==> src/rtl/rv32_bus_arbiter.sv <==
// N-master to 1-slave round-robin bus arbiter; the grant is held until the slave completes.
// Optional busy timeout enabled by defining RV32_BUS_ARBITER_TIMEOUT_EN.
module rv32_bus_arbiter #(
   parameter int unsigned NUM_MASTERS    = 2,
   parameter int unsigned ADDR_WIDTH     = 32,
   parameter int unsigned DATA_WIDTH     = 32,
   parameter int unsigned TIMEOUT_CYCLES = 256
) (
   input  logic                                  clk,
   input  logic                                  reset,
   input  logic [NUM_MASTERS*ADDR_WIDTH-1:0]     m_address_in,
   input  logic [NUM_MASTERS-1:0]                m_read_in,
   input  logic [NUM_MASTERS-1:0]                m_write_in,
   input  logic [NUM_MASTERS*(DATA_WIDTH/8)-1:0] m_write_mask_in,
   input  logic [NUM_MASTERS*DATA_WIDTH-1:0]     m_write_value_in,
   output logic [DATA_WIDTH-1:0]                 m_read_value_out,
   output logic [NUM_MASTERS-1:0]                m_ready_out,
   output logic [ADDR_WIDTH-1:0]                 address_out,
   output logic                                  read_out,
   output logic                                  write_out,
   output logic [DATA_WIDTH/8-1:0]               write_mask_out,
   output logic [DATA_WIDTH-1:0]                 write_value_out,
   input  logic [DATA_WIDTH-1:0]                 read_value_in,
   input  logic                                  ready_in,
   output logic                                  error_out
);

   localparam int unsigned MASK_WIDTH = DATA_WIDTH / 8;
   localparam int unsigned GW         = $clog2(NUM_MASTERS);

   typedef enum logic {IDLE, BUSY} state_t;

   state_t                 state_q, state_d;
   logic [GW-1:0]          grant_q, grant_d;
   logic [GW-1:0]          last_q, last_d;
   logic [NUM_MASTERS-1:0] req;
   logic [GW-1:0]          sel;
   logic                   sel_vld;

`ifdef RV32_BUS_ARBITER_TIMEOUT_EN
   localparam int unsigned CW = (TIMEOUT_CYCLES > 1) ? $clog2(TIMEOUT_CYCLES) : 1;
   logic [CW-1:0] cnt_q, cnt_d;
`endif

   assign req              = m_read_in | m_write_in;
   assign m_read_value_out = read_value_in;

   // Round-robin search starting one past the previous winner.
   always_comb begin
      int unsigned idx;
      idx     = 0;
      sel     = '0;
      sel_vld = 1'b0;
      for (int unsigned k = 1; k <= NUM_MASTERS; k++) begin
         idx = (32'(last_q) + k) % NUM_MASTERS;
         if (!sel_vld && req[GW'(idx)]) begin
            sel     = GW'(idx);
            sel_vld = 1'b1;
         end
      end
   end

   always_comb begin
      int unsigned g;
      g               = 32'(grant_q);
      state_d         = state_q;
      grant_d         = grant_q;
      last_d          = last_q;
      address_out     = '0;
      read_out        = 1'b0;
      write_out       = 1'b0;
      write_mask_out  = '0;
      write_value_out = '0;
      m_ready_out     = '0;
      error_out       = 1'b0;
`ifdef RV32_BUS_ARBITER_TIMEOUT_EN
      cnt_d           = cnt_q;
`endif
      case (state_q)
         IDLE: begin
`ifdef RV32_BUS_ARBITER_TIMEOUT_EN
            cnt_d = '0;
`endif
            if (sel_vld) begin
               grant_d = sel;
               last_d  = sel;
               state_d = BUSY;
            end
         end
         BUSY: begin
            address_out          = m_address_in[g*ADDR_WIDTH +: ADDR_WIDTH];
            read_out             = m_read_in[grant_q];
            write_out            = m_write_in[grant_q];
            write_mask_out       = m_write_mask_in[g*MASK_WIDTH +: MASK_WIDTH];
            write_value_out      = m_write_value_in[g*DATA_WIDTH +: DATA_WIDTH];
            m_ready_out[grant_q] = ready_in;
            if (ready_in) begin
               state_d = IDLE;
            end
`ifdef RV32_BUS_ARBITER_TIMEOUT_EN
            else if (cnt_q == CW'(TIMEOUT_CYCLES - 1)) begin
               m_ready_out[grant_q] = 1'b1;
               error_out            = 1'b1;
               state_d              = IDLE;
            end else begin
               cnt_d = cnt_q + 1'b1;
            end
`endif
         end
         default: state_d = IDLE;
      endcase
   end

   always_ff @(posedge clk) begin
      if (reset) begin
         state_q <= IDLE;
         grant_q <= '0;
         last_q  <= GW'(NUM_MASTERS - 1);
`ifdef RV32_BUS_ARBITER_TIMEOUT_EN
         cnt_q   <= '0;
`endif
      end else begin
         state_q <= state_d;
         grant_q <= grant_d;
         last_q  <= last_d;
`ifdef RV32_BUS_ARBITER_TIMEOUT_EN
         cnt_q   <= cnt_d;
`endif
      end
   end

endmodule

==> config.mk <==
export PLATFORM = sky130hd
export DESIGN_NAME = rv32_bus_arbiter
export DESIGN_NICKNAME = d
export VERILOG_FILES = /design/src/rtl/rv32_bus_arbiter.sv
export SDC_FILE = /design/constraint.sdc
export NUM_CORES = 1
export LEC_CHECK = 0
export CAP_MARGIN = 20
export CORE_AREA = 8 8 101 103
export CTS_CLUSTER_DIAMETER = 200
export DETAILED_ROUTE_END_ITERATION = 8
export DIE_AREA = 0 0 109 111
export MAX_ROUTING_LAYER = met4
export PLACE_DENSITY = 0.8
export SYNTH_ARGS = -nofsm -noshare
export SYNTH_HDL_FRONTEND = slang
export SYNTH_SLANG_ARGS = --single-unit
==> constraint.sdc <==
create_clock -name clk -period 2 [get_ports clk]
set_input_delay 0.6 -clock clk [delete_from_list [all_inputs] [get_ports clk]]
set_output_delay 0.6 -clock clk [all_outputs]
set_load 0.005 [all_outputs]
[Yosys cells after proc, flatten, opt, wreduce, memory -nomap -nowiden]
Cells that the tools add are included.
Operators by class
  add/sub/neg operators: 2
  multiply operators: 0
  div/mod/pow operators: 0
  order comparisons: 4
  equal/unequal tests: 0
  shift-type cells: 3
  muxes and demuxes: 23
  bitwise operators: 3
  reductions and logical operators: 4
Operators by type and width (count)
  $shiftx A64 B7 Y32: 2
  $mux W32: 2
  $mux W1: 17
  $shiftx A8 B4 Y4: 1
  $lt A1 B2 Y1 const B: 3
  $mux W4: 1
  $add A1 B1 Y1 const B: 2
  $and A2 B2 Y2: 1
  $logic_and A1 B1 Y1: 2
  $mux W2: 1
  $or A2 B2 Y2: 1
  $pmux W1 S2: 1
  $reduce_and A2 Y1: 1
  $demux W1 S1: 1
  $ge A1 B1 Y1 const B: 1
  $logic_not A1 Y1: 1
  $not A1 Y1: 1
Storage, ports and cells
  flip-flop bits (word level): 3
  bits in latches: 0
  RAM bits: 0
  ROM bits: 0
  input port bits: 175
  output and inout port bits: 105
  logic and storage cells: 42
  memories: 0

[Depth between registers and ports, before layout]
  depth after elaboration: 9
  mapped depth: 4
  mapped depth without buffers: 2

[Worst setup path after synthesis]
Ideal clock, no wire load.
  path kind: register to output
  from: register grant_q
  to: output address_out[0]
  arrival: 872 ps
  required time: 1400 ps
  path slack: 528 ps
  cell stages (with the launch flop): 5
  buffers on the path: 2
  path through: dfxtp_1 buf_6 buf_8 mux2i_1 nor2b_1
Between the ends
  cells in the longest elaborated chain, start to end: 2
RTL lines
  start, declared: line 34  | logic [GW-1:0] grant_q, grant_d;
  start signal, assigned: line 124  | grant_q <= grant_d;
  $shiftx A64 B7 Y32: line 91  | address_out = m_address_in[g*ADDR_WIDTH +: ADDR_WIDTH];
  $mux W32: line 79  | case (state_q)
  end, declared: line 18  | output logic [ADDR_WIDTH-1:0] address_out,
Every way passes these cells.

[Final worst setup path]
  from: input m_write_value_in[58]
  to: output write_value_out[26]
Between the ends
  cells in the longest elaborated chain, start to end: 2
RTL lines
  start, declared: line 15  | input logic [NUM_MASTERS*DATA_WIDTH-1:0] m_write_value_in,
  $shiftx A64 B7 Y32: line 95  | write_value_out = m_write_value_in[g*DATA_WIDTH +: DATA_WIDTH];
  $mux W32: line 79
  end, declared: line 22  | output logic [DATA_WIDTH-1:0] write_value_out,
Every way passes these cells.

==> impl_results.md <==
* Die width at 109 um
* CTS Hold Bufs at 0
* Fin crit share at 0.987
* CP arrival at 1.37 ns
* #FFs+latches synth at 3
* Buffers on Ports at 214
* Non-Filler Instances at 495
* Fmax at 506 MHz
* VDD IR-drop max at approximately 0.24 mV
* Tmin final at between 1.5 and 2 ns
* Synthesized area per cell at 8.22 um2
* DP Wirelength at around 7 mm
* Post-synth net total at 381
* Vias per inst at 4.09
* Status: finished, final reports clean
* CTS buffer count at 3
* LEAKAGE at 1.95 nW
* Reg2Reg Depth at 3
* # rows at 34
* CTS Root Buffer Type: clkbuf_8
* CTS tree: done
* First-pass GRT wire length at 12.2 mm
* Total track usage at 0.128
* Final Hold Viols at 0
* Mapped Cells at ~210
* Crit path capture type: output pin
* Hold path start: last_q
* Max Slew Vio Count at 0
* Worst hold stages at 1
* Commonest non-fill, non-tap cell in the layout: clkdlybuf4s50_1
* Routed via count at approximately 2000
* Clock latency on the worst-skew pair at around 0.22 ns
* Commonest non-fill, non-tap cells in the layout: 78 x clkdlybuf4s50_1, 70 x mux2i_1, 70 x nor2b_1, 70 x buf_2, 54 x dlymetal6s2s_1
* Pwr dens at 278 nW/um2
* Crit path max fanout at 1
* # IOs at 280
* WL final at 8.23 mm
* GP Congestion at about 0.73
* Full die area at 12100 um2
* Worst EP required at 1.40 ns
* Share of post-route cells with drive strength above 1 at 0.233
* # DRC at 0
* Final WS setup at approximately 0.025 ns
* Die height at 111 um
* CTS Sinks at 3
* Setup TNS at 0 ns
* Yosys warns at 0
* Wire length per cell at between 15 and 20 um
* Mapped Area at 1690 um2
* Skew final at 0.00108 ns
* Overflow after GRT at 0
* WHS Endpoint: last_q
* WS Path Type: in -> out
* Vias in the first global route at between 2000 and 2500
* Core area at between 8000 and 9000 um2
* Initial antenna violation count at 0
* Max_cap viols at 0
* Starting DRC count in detailed routing at 37
* Critical Path Start: m_write_value_in[58]
* Critical Path Start Type: input pin
* Largest net degree at the start of global routing at 33
* Reg-to-Reg End: last_q
* Initial Utilization at 0.198
* # diodes at 0
* Reg-to-reg slack, setup at 0.72 ns
* Distinct cells, synth at 19
* Pre-Repair DR Iteration Count at 2
* H-tree levels at 1
* Clock slew seen by the registers of the worst setup and hold paths at approximately 0.030 ns
* Worst slack at placement at -0.460 ns
* Placed cell count at 490
* Min-delay worst type: reg -> reg
* Synth-to-layout area growth at 110%
* Reg-to-Reg Start: state_q
* Nets at between 500 and 600
* Final setup viols at 0
* Sequential area share after synthesis at 0.0355
* Routed Antenna Nets at 0
* Clock Tree Buf Depth at 2
-- worst max-delay path: stages --
cell             delay (ns)
clkdlybuf4s50_1        0.46
mux2i_1                0.06
nor2b_1                0.12
buf_2                  0.13
-- cell type report --
type                            count  area, um2
Tap cell                          108        135
Sequential cell                     3       65.1
Clock buffer                        4       45.0
Timing Repair Buffer              226       2080
Multi-Input combinational cell    154       1230
Fill cell                         862       4990
-- sequential cells by signal, indices dropped and copies added, names as in the netlist --
| signal | flops |
|---|---|
| grant_q | 1 |
| state_q | 1 |
| last_q | 1 |
-- power by group --
part,switching (mW),leakage [nW],internal [mW]
Sequential,0.00989,0.0258,0.0662
Clock,0.0424,0.0228,0.136
Combinational,0.256,1.90,0.478
-- what timing repair did --
item / CTS / global route
setup buffers: 0 / 0
pin swaps: 0 / 0
cloned: 1 / 0
endpoints found under the setup margin: 72 / 36
resized for setup: 295 / 54
-- per-stage QoR --
step | utilization | power (mW) | cell area (um2) | hold WS [ns]
6_report | 0.416 | 0.989 | 3560 | 0.513
4_1_cts | 0.401 | 1.03 | 3430 | 0.507
2_1_floorplan | - | 0.450 | 1690 | 0.473
3_5_place_dp | 0.434 | 0.936 | 3710 | 0.500
3_3_place_gp | 0.434 | 0.921 | 3710 | 0.488
5_1_grt | 0.416 | 1.07 | 3560 | 0.557
-- worst max-delay path by stage --
stage                                to  slack [ns]  cells past startpoint
floorplan                address_out[0]        0.53                      4
global placement               read_out       -0.44                      4
detailed placement             read_out       -0.46                      4
CTS                     address_out[15]       0.003                      4
global route         write_value_out[3]       -0.03                      4
finish              write_value_out[26]        0.03                      4
-- cells by family (layout without fill, tap and decap cells) --
family / count (synthesis) / after routing / share of synthesized area
AOI/OAI and AO/OA: 6 / 6 / 0.0288
buffers and inverters: 49 / 230 / 0.237
DFF: 3 / 3 / 0.0355
muxes: 70 / 70 / 0.414
other: 1 / 1 / 0.00221
and+or+nand+nor: 77 / 77 / 0.283
-- layer usage --
metal,vias to the layer above,GRT usage,part of all wire
li1,1020,-,-
met1,866,0.119,0.34
met2,114,0.240,0.54
met3,23,0.0430,0.10
met4,0,0.0292,0.014
met5,-,-,0
-- cells in the mapped netlist, drive strengths merged --
library cell,n,area [um2]
a21oi,1,5.00
a221o,1,10.0
a32o,1,10.0
and3,1,6.26
buf,42,375
clkbuf,7,26.3
conb,1,3.75
dfxtp,3,60.1
mux2i,70,701
nand2,1,3.75
nor2,3,11.3
nor2b,71,452
o21ai,1,5.00
o21bai,1,7.51
o41a,1,11.3
or2,1,6.26
No activity file was read; power rests on OpenSTA's default activity.
==> RTL change (same flow settings) <==
Add a define of `RV32_BUS_ARBITER_TIMEOUT_EN`.
--- a/src/rtl/rv32_bus_arbiter.sv
+++ b/src/rtl/rv32_bus_arbiter.sv
@@ -1,4 +1,6 @@
 // N-master to 1-slave round-robin bus arbiter; the grant is held until the slave completes.
 // Optional busy timeout enabled by defining RV32_BUS_ARBITER_TIMEOUT_EN.
+`define RV32_BUS_ARBITER_TIMEOUT_EN
+
 module rv32_bus_arbiter #(
    parameter int unsigned NUM_MASTERS    = 2,
Function: no difference found for any inputs over 10 cycles, from zero or initial values and one cycle with reset high; that may be too few to reach the edited logic, so the function may still have changed.
==> RTL change against the unedited design <==
  * Final area rose by 8.3%
  * Die area did not move
  * Worst setup slack improved by 0.0010 ns
  * Sequential power rose to 3.1 times the old value
  * Power rose by 20%
  * Combinational power fell by 1%
  * Area after synthesis rose by 11%
  * Clock skew rose by 0.0016 ns
  * Sequential cell count rose by 8
  * Worst hold slack got worse by 0.0078 ns
  * Routed wire length rose by 24%
==> RTL change: results (changes against the unedited design) <==
Outcome
  • Outcome: finished clean

Synth
  • Synthesized net count: 428 (+12%)
  • Synth Instances: 252 (+22%)
  • Synth cell types: 33 (+14)
  • Compound-Gate Fraction of Synth Area: 0.05741 (+0.02861)
  • Mux cell area share after synthesis: 0.3899 (-0.02374)
  • Area contributors post-synth: mux2i_1, buf_4, nor2_1
  • Post-synthesis adder-cell area fraction: 0.006676 (+0.006676)

Drt
  • Routed WL: 10.21 mm (+24%)
  • DRT Pass-1 Iters: 4 (+2)
  • Drt via density: 4.418 (+8.1%)

Power
  • Max rail drop VDD: 252.5 µV (+5.0%)
  • Pleak: 1.914 nW (-1.7%)

Global routing
  • Met1 usage: 0.1446 (+0.02527)
  • Total track usage: 0.1548 (+0.02703)
  • Largest net degree at the start of global routing: 39 (+18%)
  • Met3 Use GR: 0.06570 (+0.02267)
  • M2 GR Usage: 0.2788 (+0.03845)
  • Vias in the first global route: 2,532 (+9.7%)

Placement
  • Final Wtd Congestion: 0.8228 (+13%)
  • Post-placement cell area: 4045 µm² (+9.1%)
  • Pre-CTS worst setup slack: -0.5455 ns (-0.08507 ns)
  • Dpl hpwl: 8.657 mm (+26%)

Critical path
  • Critical register-to-register path endpoint: cnt_q[6]
  • Worst Setup SP: m_write_value_in[45]
  • Critical Path Sink: write_value_out[13]
  • R2R Path Start: cnt_q[1]
  • R2r setup slk: 0.68 ns (-0.04 ns)
  • Max incr delay on CP: 0.42 ns (-0.04 ns)

Finish
  • Sequential cell area: 226.5 µm² (+250%)
  • Non-Filler Instances: 555 (+12%)

Clocking
  • Clk_lat worst skew: 0.24 ns (+0.02 ns)
==> RTL change: cell types whose count changed after synthesis, moves of 5 or more <==
cell      before  now
buf_2          0    7
buf_4         33   39
buf_8          7    0
clkbuf_1       7    2
dfxtp_1        3   11
nand2_1        1    7
nor2_1         3   71
nor2b_1       70    1
nor3_1         0    6
==> RTL change: where the power goes <==
| group | total (mW) | internal, mW | switching [mW] |
|---|---|---|---|
| combinational | 0.725 | 0.449 | 0.275 |
| sequential | 0.233 | 0.226 | 0.00705 |
| clock | 0.228 | 0.140 | 0.0873 |
==> RTL change: layer usage <==
| metal | part of all wire | routed length (µm) | up-vias |
|---|---|---|---|
| li1 | - | - | 1222 |
| met1 | 0.33 | 3381 | 1107 |
| met2 | 0.53 | 5367 | 108 |
| met3 | 0.12 | 1248 | 15 |
| met4 | 0.021 | 214 | 0 |
| met5 | 0 | 0 | - |
==> RTL change: timing repair <==
action | in CTS | in global routing
hold buffers | 0 | 0
setup buffers | 0 | 2
endpoints found under the hold margin | 0 | 0
endpoints found under the setup margin | 73 | 27
pin swaps | 18 | 27
gates resized for setup | 304 | 38
==> RTL change: cell families (layout without fill, tap and decap cells) <==
| family | count (synthesis) | count (layout) |
|---|---|---|
| flip-flops | 11 | 11 |
| buffers and inverters | 51 | 246 |
| AO/OA/AOI/OAI | 16 | 16 |
| multiplexers | 73 | 73 |
| AND/OR/NAND/NOR | 100 | 100 |
| adder cells (fa/ha/maj) | 1 | 1 |
==> RTL change: layout make-up <==
class / count / share of cell area
Clock buffer: 4 / 0.01168
Inverter: 3 / 0.002919
Multi-Input combinational cell: 190 / 0.3490
Sequential cell: 11 / 0.05871
Tap cell: 108 / 0.03503
Timing Repair Buffer: 239 / 0.5427
